===== src/rtl/igniter_move_planner_if.sv =====
// Request handshake between the candle-target queue producer and the move planner.
interface igniter_move_planner_if;
  logic       req_valid;
  logic [2:0] req_target;
  logic       req_ready;

  modport master (output req_valid, output req_target, input req_ready);
  modport slave  (input req_valid, input req_target, output req_ready);
endinterface


===== src/rtl/igniter_move_planner.sv =====
// Queues candle-target requests, walks the igniter there in clamped signed steps,
// then settles and pulses the flame enable for a fixed time.
module igniter_move_planner #(
  parameter int MAX_STEP      = 3,
  parameter int SETTLE_CYCLES = 4,
  parameter int IGNITE_CYCLES = 2,
  parameter int FIFO_DEPTH    = 4
) (
  input  logic                          sys_clk,
  input  logic                          clr,
  igniter_move_planner_if.slave         req_if,
  output logic                          enable_move,
  output logic signed [3:0]             delta,
  output logic                          ignite,
  output logic                          done,
  output logic                          busy,
  output logic [2:0]                    pos_shadow,
  output logic [$clog2(FIFO_DEPTH):0]   fifo_count
);
  localparam int AW    = $clog2(FIFO_DEPTH);
  localparam int CMAX  = (SETTLE_CYCLES > IGNITE_CYCLES) ? SETTLE_CYCLES : IGNITE_CYCLES;
  localparam int CW    = $clog2(CMAX) + 1;
  localparam logic [CW-1:0] SETTLE_LOAD = CW'(SETTLE_CYCLES - 1);
  localparam logic [CW-1:0] IGNITE_LOAD = CW'(IGNITE_CYCLES - 1);
  localparam logic signed [3:0] MAX_S   = 4'(MAX_STEP);
  localparam logic [AW:0] FULL_COUNT    = (AW+1)'(FIFO_DEPTH);

  typedef enum logic [1:0] {IDLE, MOVE, SETTLE, IGNITE} state_t;

  function automatic logic signed [3:0] clamp_step(input logic signed [3:0] d);
    if (d > MAX_S)       return MAX_S;
    else if (d < -MAX_S) return -MAX_S;
    else                 return d;
  endfunction

  state_t             state_q, state_d;
  logic [2:0]         tgt_q, tgt_d;
  logic [2:0]         pos_shadow_q, pos_shadow_d;
  logic [CW-1:0]      cnt_q, cnt_d;
  logic               enable_move_q, enable_move_d;
  logic signed [3:0]  delta_q, delta_d;
  logic               ignite_q, ignite_d;
  logic               done_q, done_d;
  logic               busy_q, busy_d;
  logic               req_ready_q, req_ready_d;
  logic [AW:0]        count_q, count_d;
  logic [AW-1:0]      wr_ptr_q, wr_ptr_d, rd_ptr_q, rd_ptr_d;
  logic [2:0]         fifo_mem [FIFO_DEPTH];

  logic               push, pop;
  logic signed [3:0]  diff_w, step_w;

  always_comb begin
    push = req_if.req_valid & req_ready_q;
    pop  = (state_q == IDLE) && (count_q != '0);

    diff_w = $signed({1'b0, tgt_q}) - $signed({1'b0, pos_shadow_q});
    step_w = clamp_step(diff_w);

    state_d       = state_q;
    tgt_d         = tgt_q;
    pos_shadow_d  = pos_shadow_q;
    cnt_d         = cnt_q;
    enable_move_d = 1'b0;
    delta_d       = '0;
    ignite_d      = 1'b0;
    done_d        = 1'b0;

    unique case (state_q)
      IDLE: begin
        if (pop) begin
          tgt_d   = fifo_mem[rd_ptr_q];
          state_d = MOVE;
        end
      end
      MOVE: begin
        // Clamping toward the target can never overshoot, so the shadow stays in 0..7.
        if (diff_w != '0) begin
          enable_move_d = 1'b1;
          delta_d       = step_w;
          pos_shadow_d  = pos_shadow_q + step_w[2:0];
        end else begin
          cnt_d   = SETTLE_LOAD;
          state_d = SETTLE;
        end
      end
      SETTLE: begin
        if (cnt_q == '0) begin
          ignite_d = 1'b1;
          cnt_d    = IGNITE_LOAD;
          state_d  = IGNITE;
        end else begin
          cnt_d = cnt_q - CW'(1);
        end
      end
      IGNITE: begin
        if (cnt_q == '0) begin
          done_d  = 1'b1;
          state_d = IDLE;
        end else begin
          ignite_d = 1'b1;
          cnt_d    = cnt_q - CW'(1);
        end
      end
      default: state_d = IDLE;
    endcase

    wr_ptr_d = push ? wr_ptr_q + AW'(1) : wr_ptr_q;
    rd_ptr_d = pop  ? rd_ptr_q + AW'(1) : rd_ptr_q;
    unique case ({push, pop})
      2'b10:   count_d = count_q + (AW+1)'(1);
      2'b01:   count_d = count_q - (AW+1)'(1);
      default: count_d = count_q;
    endcase

    // Ready is registered from the next fill level so a full queue never admits a push.
    req_ready_d = (count_d != FULL_COUNT);
    busy_d      = (state_d != IDLE);
  end

  always_ff @(posedge sys_clk) begin
    if (clr) begin
      state_q       <= IDLE;
      tgt_q         <= '0;
      pos_shadow_q  <= '0;
      cnt_q         <= '0;
      enable_move_q <= 1'b0;
      delta_q       <= '0;
      ignite_q      <= 1'b0;
      done_q        <= 1'b0;
      busy_q        <= 1'b0;
      req_ready_q   <= 1'b1;
      count_q       <= '0;
      wr_ptr_q      <= '0;
      rd_ptr_q      <= '0;
    end else begin
      state_q       <= state_d;
      tgt_q         <= tgt_d;
      pos_shadow_q  <= pos_shadow_d;
      cnt_q         <= cnt_d;
      enable_move_q <= enable_move_d;
      delta_q       <= delta_d;
      ignite_q      <= ignite_d;
      done_q        <= done_d;
      busy_q        <= busy_d;
      req_ready_q   <= req_ready_d;
      count_q       <= count_d;
      wr_ptr_q      <= wr_ptr_d;
      rd_ptr_q      <= rd_ptr_d;
    end
  end

  always_ff @(posedge sys_clk) begin
    if (push) fifo_mem[wr_ptr_q] <= req_if.req_target;
  end

  assign req_if.req_ready = req_ready_q;
  assign enable_move      = enable_move_q;
  assign delta            = delta_q;
  assign ignite           = ignite_q;
  assign done             = done_q;
  assign busy             = busy_q;
  assign pos_shadow       = pos_shadow_q;
  assign fifo_count       = count_q;
endmodule


===== src/flat_wrapper.sv =====
// flat-port wrapper written by rule: the top's interface ports become plain ports
module igniter_move_planner_flat 
#(
  parameter int MAX_STEP      = 3,
  parameter int SETTLE_CYCLES = 4,
  parameter int IGNITE_CYCLES = 2,
  parameter int FIFO_DEPTH    = 4
)
  (sys_clk, clr, enable_move, delta, ignite, done, busy, pos_shadow, fifo_count, req_if_req_valid, req_if_req_target, req_if_req_ready);
  igniter_move_planner_if req_if_i ();
  input  logic sys_clk;
  input  logic clr;
  output logic enable_move;
  output logic signed [3:0] delta;
  output logic ignite;
  output logic done;
  output logic busy;
  output logic [2:0] pos_shadow;
  output logic [$clog2(FIFO_DEPTH):0] fifo_count;
  input wire logic [$bits(req_if_i.req_valid)-1:0] req_if_req_valid;
  input wire logic [$bits(req_if_i.req_target)-1:0] req_if_req_target;
  output wire logic [$bits(req_if_i.req_ready)-1:0] req_if_req_ready;
  assign req_if_i.req_valid = req_if_req_valid;
  assign req_if_i.req_target = req_if_req_target;
  assign req_if_req_ready = req_if_i.req_ready;
  igniter_move_planner #(.MAX_STEP(MAX_STEP), .SETTLE_CYCLES(SETTLE_CYCLES), .IGNITE_CYCLES(IGNITE_CYCLES), .FIFO_DEPTH(FIFO_DEPTH)) u_core (.sys_clk(sys_clk), .clr(clr), .req_if(req_if_i), .enable_move(enable_move), .delta(delta), .ignite(ignite), .done(done), .busy(busy), .pos_shadow(pos_shadow), .fifo_count(fifo_count));
endmodule

===== config.mk =====
export PLATFORM = sky130hd
export DESIGN_NAME = igniter_move_planner_flat
export DESIGN_NICKNAME = d
export VERILOG_FILES = /design/src/rtl/igniter_move_planner_if.sv /design/src/rtl/igniter_move_planner.sv /design/src/flat_wrapper.sv
export SDC_FILE = /design/constraint.sdc
export NUM_CORES = 1
export LEC_CHECK = 0
export CAP_MARGIN = 20
export CELL_PAD_IN_SITES_DETAIL_PLACEMENT = 0
export CELL_PAD_IN_SITES_GLOBAL_PLACEMENT = 2
export CORE_ASPECT_RATIO = 2
export CORE_MARGIN = 1.5
export CORE_UTILIZATION = 33
export DETAILED_ROUTE_END_ITERATION = 16
export PLACE_DENSITY_LB_ADDON = 0.08
export SETUP_SLACK_MARGIN = 0.15
export SLEW_MARGIN = 20
export SYNTH_ARGS = -nofsm -noshare
export SYNTH_HDL_FRONTEND = slang
export SYNTH_SLANG_ARGS = --single-unit

===== constraint.sdc =====
create_clock -name sys_clk -period 3.1 [get_ports sys_clk]
set_input_delay 0.31 -clock sys_clk [delete_from_list [all_inputs] [get_ports sys_clk]]
set_output_delay 0.31 -clock sys_clk [all_outputs]
set_load 0.03 [all_outputs]

Word level (Yosys, flattened, before mapping)
Memory sizes are Yosys's and may differ from the RTL's. A register that Yosys moved wholly into a read port is not among the register bits.
Index checks and enable logic that the tools add are counted.
- register bits after elaboration: 24
- latch bits: 0
- memory bits (writable): 12
- memory bits (read-only): 0
- input bits: 6
- output and inout bits: 15
- memories: 1
- memories (memory ; depth ; width ; rd ports ; clocked after Yosys merged registers in ; write ports ; RTL line ; source):
    u_core.fifo_mem ; 4 ; 3 ; 1 ; 1 ; 1 ; igniter_move_planner.sv:48 ; logic [2:0] fifo_mem [FIFO_DEPTH];
- $add $sub $neg: 7
- multipliers: 0
- div/mod/pow operators: 0
- magnitude comparators: 2
- equality and inequality tests: 8
- shift-type cells: 0
- multiplexer cells: 18
- bitwise gates (word level): 4
- reductions and logical operators: 14
- operator list (kind ; number):
    $mux W3 ; 4
    $pmux W3 S3 ; 1
    $mux W2 ; 4
    $pmux W2 S4 ; 1
    $eq A2 B2 Y1 const B ; 3
    $pmux W3 S2 ; 1
    $reduce_bool A3 Y1 ; 2
    $sub A3 B1 Y3 const B ; 2
    $mux W1 ; 5
    $add A2 B1 Y2 const B ; 2
    $eq A2 B1 Y1 const B ; 2
    $gt A4 B3 Y1 const B ; 1
    $lt A4 B3 Y1 const B ; 1
    $mux W4 ; 1
    $ne A2 B2 Y1 const B ; 2
    $reduce_and A2 Y1 ; 2
    $reduce_bool A4 Y1 ; 1
    $reduce_or A2 Y1 ; 2
    $reduce_or A4 Y1 ; 1
    $sub A3 B3 Y4 ; 1
    $add A3 B1 Y3 const B ; 1
    $add A3 B3 Y3 ; 1
    $logic_not A3 Y1 ; 1
    $ne A3 B3 Y1 const B ; 1
    8 further kinds ; 10

Depth between registers and ports, before layout
- word-level depth: 5
- mapped depth: 12

Worst setup path after synthesis
Ideal clock, no wire load.
- path kind: flip-flop to flip-flop
- from: register u_core.pos_shadow_q[0], in the netlist u_core.pos_shadow[0]
- to: register u_core.pos_shadow_q[2], in the netlist u_core.pos_shadow[2]
- arrival time: 3198 ps
- data required time: 2978 ps
- path slack: -220 ps
- stages on the path, launching flop included: 12
- period minus slack after synthesis: 3320 ps
- cell sequence: dfxtp_1 -> ha_1 -> fa_1 -> xnor2_2 -> nand4_1 -> ha_1 -> or3_1 -> ha_1 -> fa_1 -> o21ai_1 -> nor3b_1 -> a311o_1
- cells in the longest elaborated chain, start to end: 5
- RTL lines (item ; RTL line ; source):
    start: declaration ; igniter_move_planner.sv:38 ; logic [2:0] pos_shadow_q, pos_shadow_d;
    start signal: assignment ; igniter_move_planner.sv:139 ; pos_shadow_q <= pos_shadow_d;
    $sub A3 B3 Y4 (*) ; igniter_move_planner.sv:57 ; diff_w = $signed({1'b0, tgt_q}) - $signed({1'b0, pos_shadow_q});
    $lt A4 B3 Y1 ; igniter_move_planner.sv:32 ; else if (d < -MAX_S) return -MAX_S;
    $mux W4 ; igniter_move_planner.sv:32 ;
    $mux W3 (*) ; igniter_move_planner.sv:31 ; if (d > MAX_S) return MAX_S;
    net u_core.step_w[0] ; igniter_move_planner.sv:51 ; logic signed [3:0] diff_w, step_w;
    $add A3 B3 Y3 (*) ; igniter_move_planner.sv:81 ; pos_shadow_d = pos_shadow_q + step_w[2:0];
Mark *: on every way through the listed nets, which the timed path passes. The rest lies on a longest branch.
A chain may end at the register's enable or synchronous reset.

Worst setup path in the final report
- from: register u_core.tgt_q[0], read port of u_core.fifo_mem
- to: register u_core.pos_shadow_q[2], in the netlist u_core.pos_shadow[2]
- cells in the longest elaborated chain, start to end: 5
- RTL lines (item ; RTL line ; source):
    start: declaration ; igniter_move_planner.sv:37 ; logic [2:0] tgt_q, tgt_d;
    $sub A3 B3 Y4 (*) ; igniter_move_planner.sv:57 ;
    $lt A4 B3 Y1 ; igniter_move_planner.sv:32 ;
    $mux W4 ; igniter_move_planner.sv:32 ;
    $mux W3 (*) ; igniter_move_planner.sv:31 ;
    net u_core.step_w[0] ; igniter_move_planner.sv:51 ;
    $add A3 B3 Y3 (*) ; igniter_move_planner.sv:81 ;
Marked as above.

==> flow_metrics.env <==
export IMPL_initialDrtViolationCount=15
export IMPL_finalClockSkew_ns=0.00437
export IMPL_core_rowCount=39
export IMPL_yosys_area_top_type="sky130_fd_sc_hd__dfxtp_1"
export IMPL_synth_seq_area_share_pct=47.3
export IMPL_power_net_switching_w=0.00128
export IMPL_period_needed_ns=2.97
export IMPL_grt_first_pass_wirelength_um=6480
export IMPL_global_route_usage_total_pct=13.5
export IMPL_power_internal_w=0.00183
export IMPL_clkSinkCount=39
export IMPL_initial_core_util_pct=33.9
export IMPL_cts_clk_slew_worst_paths_ns=0.06
export IMPL_clock_latency_ns=0.28
export IMPL_ir_worst_vdd_v=0.000787
export IMPL_yosys_cell_types=46
export IMPL_post_synth_top_area_fraction_pct=28.4
export IMPL_gp_routability_congestion=0.744
export IMPL_critical_path_endpoint_type="flip-flop"
export IMPL_detail_route_wl_per_cell_um=14.3
export IMPL_ant_nets=0
export IMPL_clock_root_buffer="sky130_fd_sc_hd__clkbuf_16"
export IMPL_synth_net_count=195
export IMPL_layout_nets=224
export IMPL_via_count_of_the_first_global_routing_pass=1422
export IMPL_h_tree_depth=2
export IMPL_most_repeated_cell_in_the_gate_level_netlist_after_synthesis="sky130_fd_sc_hd__dfxtp_1"
export IMPL_startpoint_type="flip-flop"
export IMPL_first_drt_pass_iteration_count=4
export IMPL_portion_of_the_clock_cycle_consumed_by_the_worst_path_in_the_final_layout_pct=95.8
export IMPL_cts_buffers=5
export IMPL_seq_power_share_pct=24.8
export IMPL_postSynthAreaPerCell_sq_um=10.9
export IMPL_p_clk_share_pct=19.3
export IMPL_netlist_instances=174
export IMPL_drcViolationCount=0
export IMPL_criticalPathCategory="reg2reg"
export IMPL_dp_hpwl_um=2910
export IMPL_crit_path_max_fanout=3
export IMPL_area_delta_synth_final_pct=27.1
export IMPL_ys_top_cells_by_count="sky130_fd_sc_hd__dfxtp_1, sky130_fd_sc_hd__inv_1, sky130_fd_sc_hd__nor2_1, sky130_fd_sc_hd__edfxtp_1, sky130_fd_sc_hd__ha_1"
export IMPL_top_flip_flop_cell_by_instance_count_after_synthesis="sky130_fd_sc_hd__dfxtp_1"
export IMPL_timing_worst_slew_pin_value_ns=0.402
export IMPL_core_area_sq_mm=0.00561
export IMPL_cellLeakagePower_nw=0.932
export IMPL_port_buffer_count=20
export IMPL_yosysWarnings=0
export IMPL_power_switching_fraction_pct=41.2
export IMPL_grt_antenna_before_repair=0
export IMPL_hold_path_class="reg2reg"
export IMPL_total_setup_violations_reported_at_the_end_of_the_flow=0
export IMPL_finalHoldWorstSlack_ns=0.491
export IMPL_gr_total_overflow=0
export IMPL_required_ns=3.26
export IMPL_power_per_cell_area_mw_per_mm2=1280
export IMPL_hold_buffers=0
export IMPL_netlist_top_cells_area="sky130_fd_sc_hd__dfxtp_1, sky130_fd_sc_hd__edfxtp_1, sky130_fd_sc_hd__ha_1, sky130_fd_sc_hd__mux4_2, sky130_fd_sc_hd__fa_1"
export IMPL_final_max_slew_violation_count=0
export IMPL_slew_limit_headroom_pct=73.1
export IMPL_synthArstFlopShare_pct=0
export IMPL_hold_path_depth=2
export IMPL_grt_max_degree=20
export IMPL_report_final_hold_viol_count=0
export IMPL_cts_tree="done"
export IMPL_status="completed"
export IMPL_timing_reg2reg_worst_path_depth=12
export IMPL_vias_per_cell=5.03
export IMPL_wire_length_reported_by_the_detailed_router_um=3790
export IMPL_n_antenna_cell=0
export IMPL_synth_edf_count=12
export IMPL_setup_tns_ns=0
export IMPL_pwr_share_comb_pct=56.0
export IMPL_post_synth_instance_area_sq_mm=0.00190
export IMPL_max_cap_viol_count=0
export IMPL_worst_ep_arrival_time_ns=3.13
export IMPL_height_of_the_chip_um=110
export IMPL_clockBufferDepth=2
export IMPL_io_pins=21
export IMPL_synth_ff_latch_count=39
export IMPL_vias=1332
export IMPL_die_w_um=56.7
export IMPL_unrepaired_setup_endpoints_after_global_routing="true"
export IMPL_die_area_sq_mm=0.00626
export IMPL_fmax_mhz=337
export IMPL_final_layout_size_suffix_gt1_share_pct=19.1
[area by class of cell]
class | count | area [sq um]
clock inverters | 3 | 47.5
clock buffers | 5 | 125
well taps | 61 | 76.3
fillers | 560 | 3190
multi-input cells | 113 | 941
inverters | 16 | 60.1
repair buffers | 28 | 260
flip-flops and latches | 39 | 908
[power by group through the flow]
stage | Combinational (W) | Clock [W] | Sequential (W)
2_1_floorplan | 0.00112 | 0 | 0.000879
6_report | 0.00174 | 0.000598 | 0.000770
3_3_place_gp | 0.00177 | 0 | 0.000781
3_5_place_dp | 0.00174 | 0 | 0.000782
5_1_grt | 0.00194 | 0.000635 | 0.000791
4_1_cts | 0.00176 | 0.000614 | 0.000773
[path summary, 6_finish.rpt]
kind / endpoint / slack, ns / from
worst max-delay path: u_core.pos_shadow[2] / 0.13 / u_core.tgt_q[0]
worst min-delay path: u_core.tgt_q[0] / 0.49 / u_core.tgt_q[0]
worst max register to register: u_core.pos_shadow[2] / 0.13 / u_core.tgt_q[0]
worst min register to register: u_core.tgt_q[0] / 0.49 / u_core.tgt_q[0]
[worst max-delay path, stage by stage (launching register included)]
cell	delay [ns]
sky130_fd_sc_hd__dfxtp_2	0.32
sky130_fd_sc_hd__inv_1	0.05
sky130_fd_sc_hd__ha_4	0.16
sky130_fd_sc_hd__fa_2	0.40
sky130_fd_sc_hd__xnor2_4	0.15
sky130_fd_sc_hd__nand4_1	0.11
sky130_fd_sc_hd__ha_1	0.30
sky130_fd_sc_hd__or3_1	0.35
sky130_fd_sc_hd__ha_2	0.18
sky130_fd_sc_hd__fa_2	0.36
sky130_fd_sc_hd__nand4_1	0.09
sky130_fd_sc_hd__o311ai_1	0.10
sky130_fd_sc_hd__a311o_1	0.27
[per-layer routing]
layer | vias to the layer above | wire length [um] | GRT usage (%)
li1 | 664 | - | -
met1 | 646 | 1700 | 16.3
met2 | 16 | 1930 | 23.3
met3 | 6 | 87 | 2.68
met4 | 0 | 71 | 5.61
met5 | - | 0 | 0
[through the flow]
step	area (sq um)	cells	setup WS, ns	power (W)	utilization (%)
floorplan	1940	174	0.0601	0.00200	-
global placement	2240	257	0.118	0.00255	40.0
detailed placement	2240	257	0.0634	0.00253	40.0
CTS	2420	265	0.0941	0.00315	43.1
global route	2420	265	0.00431	0.00337	43.1
finish	2420	265	0.130	0.00311	43.1
[cells by family after synthesis]
group / Yosys count / share of synthesized area [%]
AOI/OAI and AO/OA: 25 / 9.60
xor gates and xnor gates: 7 / 3.62
adders and majority gates: 15 / 11.0
buffers and inverters: 22 / 5.19
DFF: 39 / 47.3
muxes: 8 / 6.18
and+or+nand+nor: 58 / 17.0
[layout by cell type (no fill, tap or decap), types with 2 or more instances in the layout]
cell type / Yosys / final
sky130_fd_sc_hd__dfxtp_1: 27 / 23
sky130_fd_sc_hd__clkdlybuf4s50_1: 0 / 20
sky130_fd_sc_hd__inv_1: 15 / 15
sky130_fd_sc_hd__nor2_1: 13 / 13
sky130_fd_sc_hd__edfxtp_1: 12 / 12
sky130_fd_sc_hd__ha_1: 12 / 10
sky130_fd_sc_hd__nand2_1: 10 / 9
sky130_fd_sc_hd__buf_4: 0 / 8
sky130_fd_sc_hd__a21oi_1: 6 / 6
sky130_fd_sc_hd__xor2_1: 5 / 5
sky130_fd_sc_hd__nand2b_1: 5 / 5
sky130_fd_sc_hd__mux2i_1: 5 / 5
sky130_fd_sc_hd__clkbuf_16: 0 / 5
sky130_fd_sc_hd__or3_1: 4 / 4
sky130_fd_sc_hd__and3_1: 4 / 4
sky130_fd_sc_hd__nand3_1: 4 / 4
sky130_fd_sc_hd__nand4_1: 3 / 3
sky130_fd_sc_hd__nor2b_1: 3 / 3
sky130_fd_sc_hd__mux4_2: 3 / 3
sky130_fd_sc_hd__o21ai_0: 3 / 3
sky130_fd_sc_hd__dfxtp_2: 0 / 3
sky130_fd_sc_hd__nor3_1: 2 / 2
sky130_fd_sc_hd__nand3b_1: 2 / 2
sky130_fd_sc_hd__nand2_2: 1 / 2
sky130_fd_sc_hd__a211oi_2: 2 / 2
sky130_fd_sc_hd__a311o_1: 2 / 2
sky130_fd_sc_hd__a31oi_1: 2 / 2
sky130_fd_sc_hd__fa_2: 0 / 2
[what timing repair did]
| action | 4_1_cts | 5_1_grt |
|---|---|---|
| gates cloned | 0 | 0 |
| gates resized for setup | 2 | 0 |
| pin swaps | 4 | 3 |
| buffers inserted | 0 | 0 |
| endpoints found under the setup margin | 1 | 1 |
| hold endpoints to repair | 0 | 0 |
[sequential cells by signal (all words and copies together) (netlist names), 2 cells and up]
register	count
u_core.rd_ptr_q	2
u_core.pos_shadow	3
u_core.fifo_mem	12
u_core.fifo_count	3
u_core.wr_ptr_q	2
u_core.state_q	2
u_core.cnt_q	3
u_core.delta	4
u_core.tgt_q	3
No activity file was read; power rests on OpenSTA's default activity.
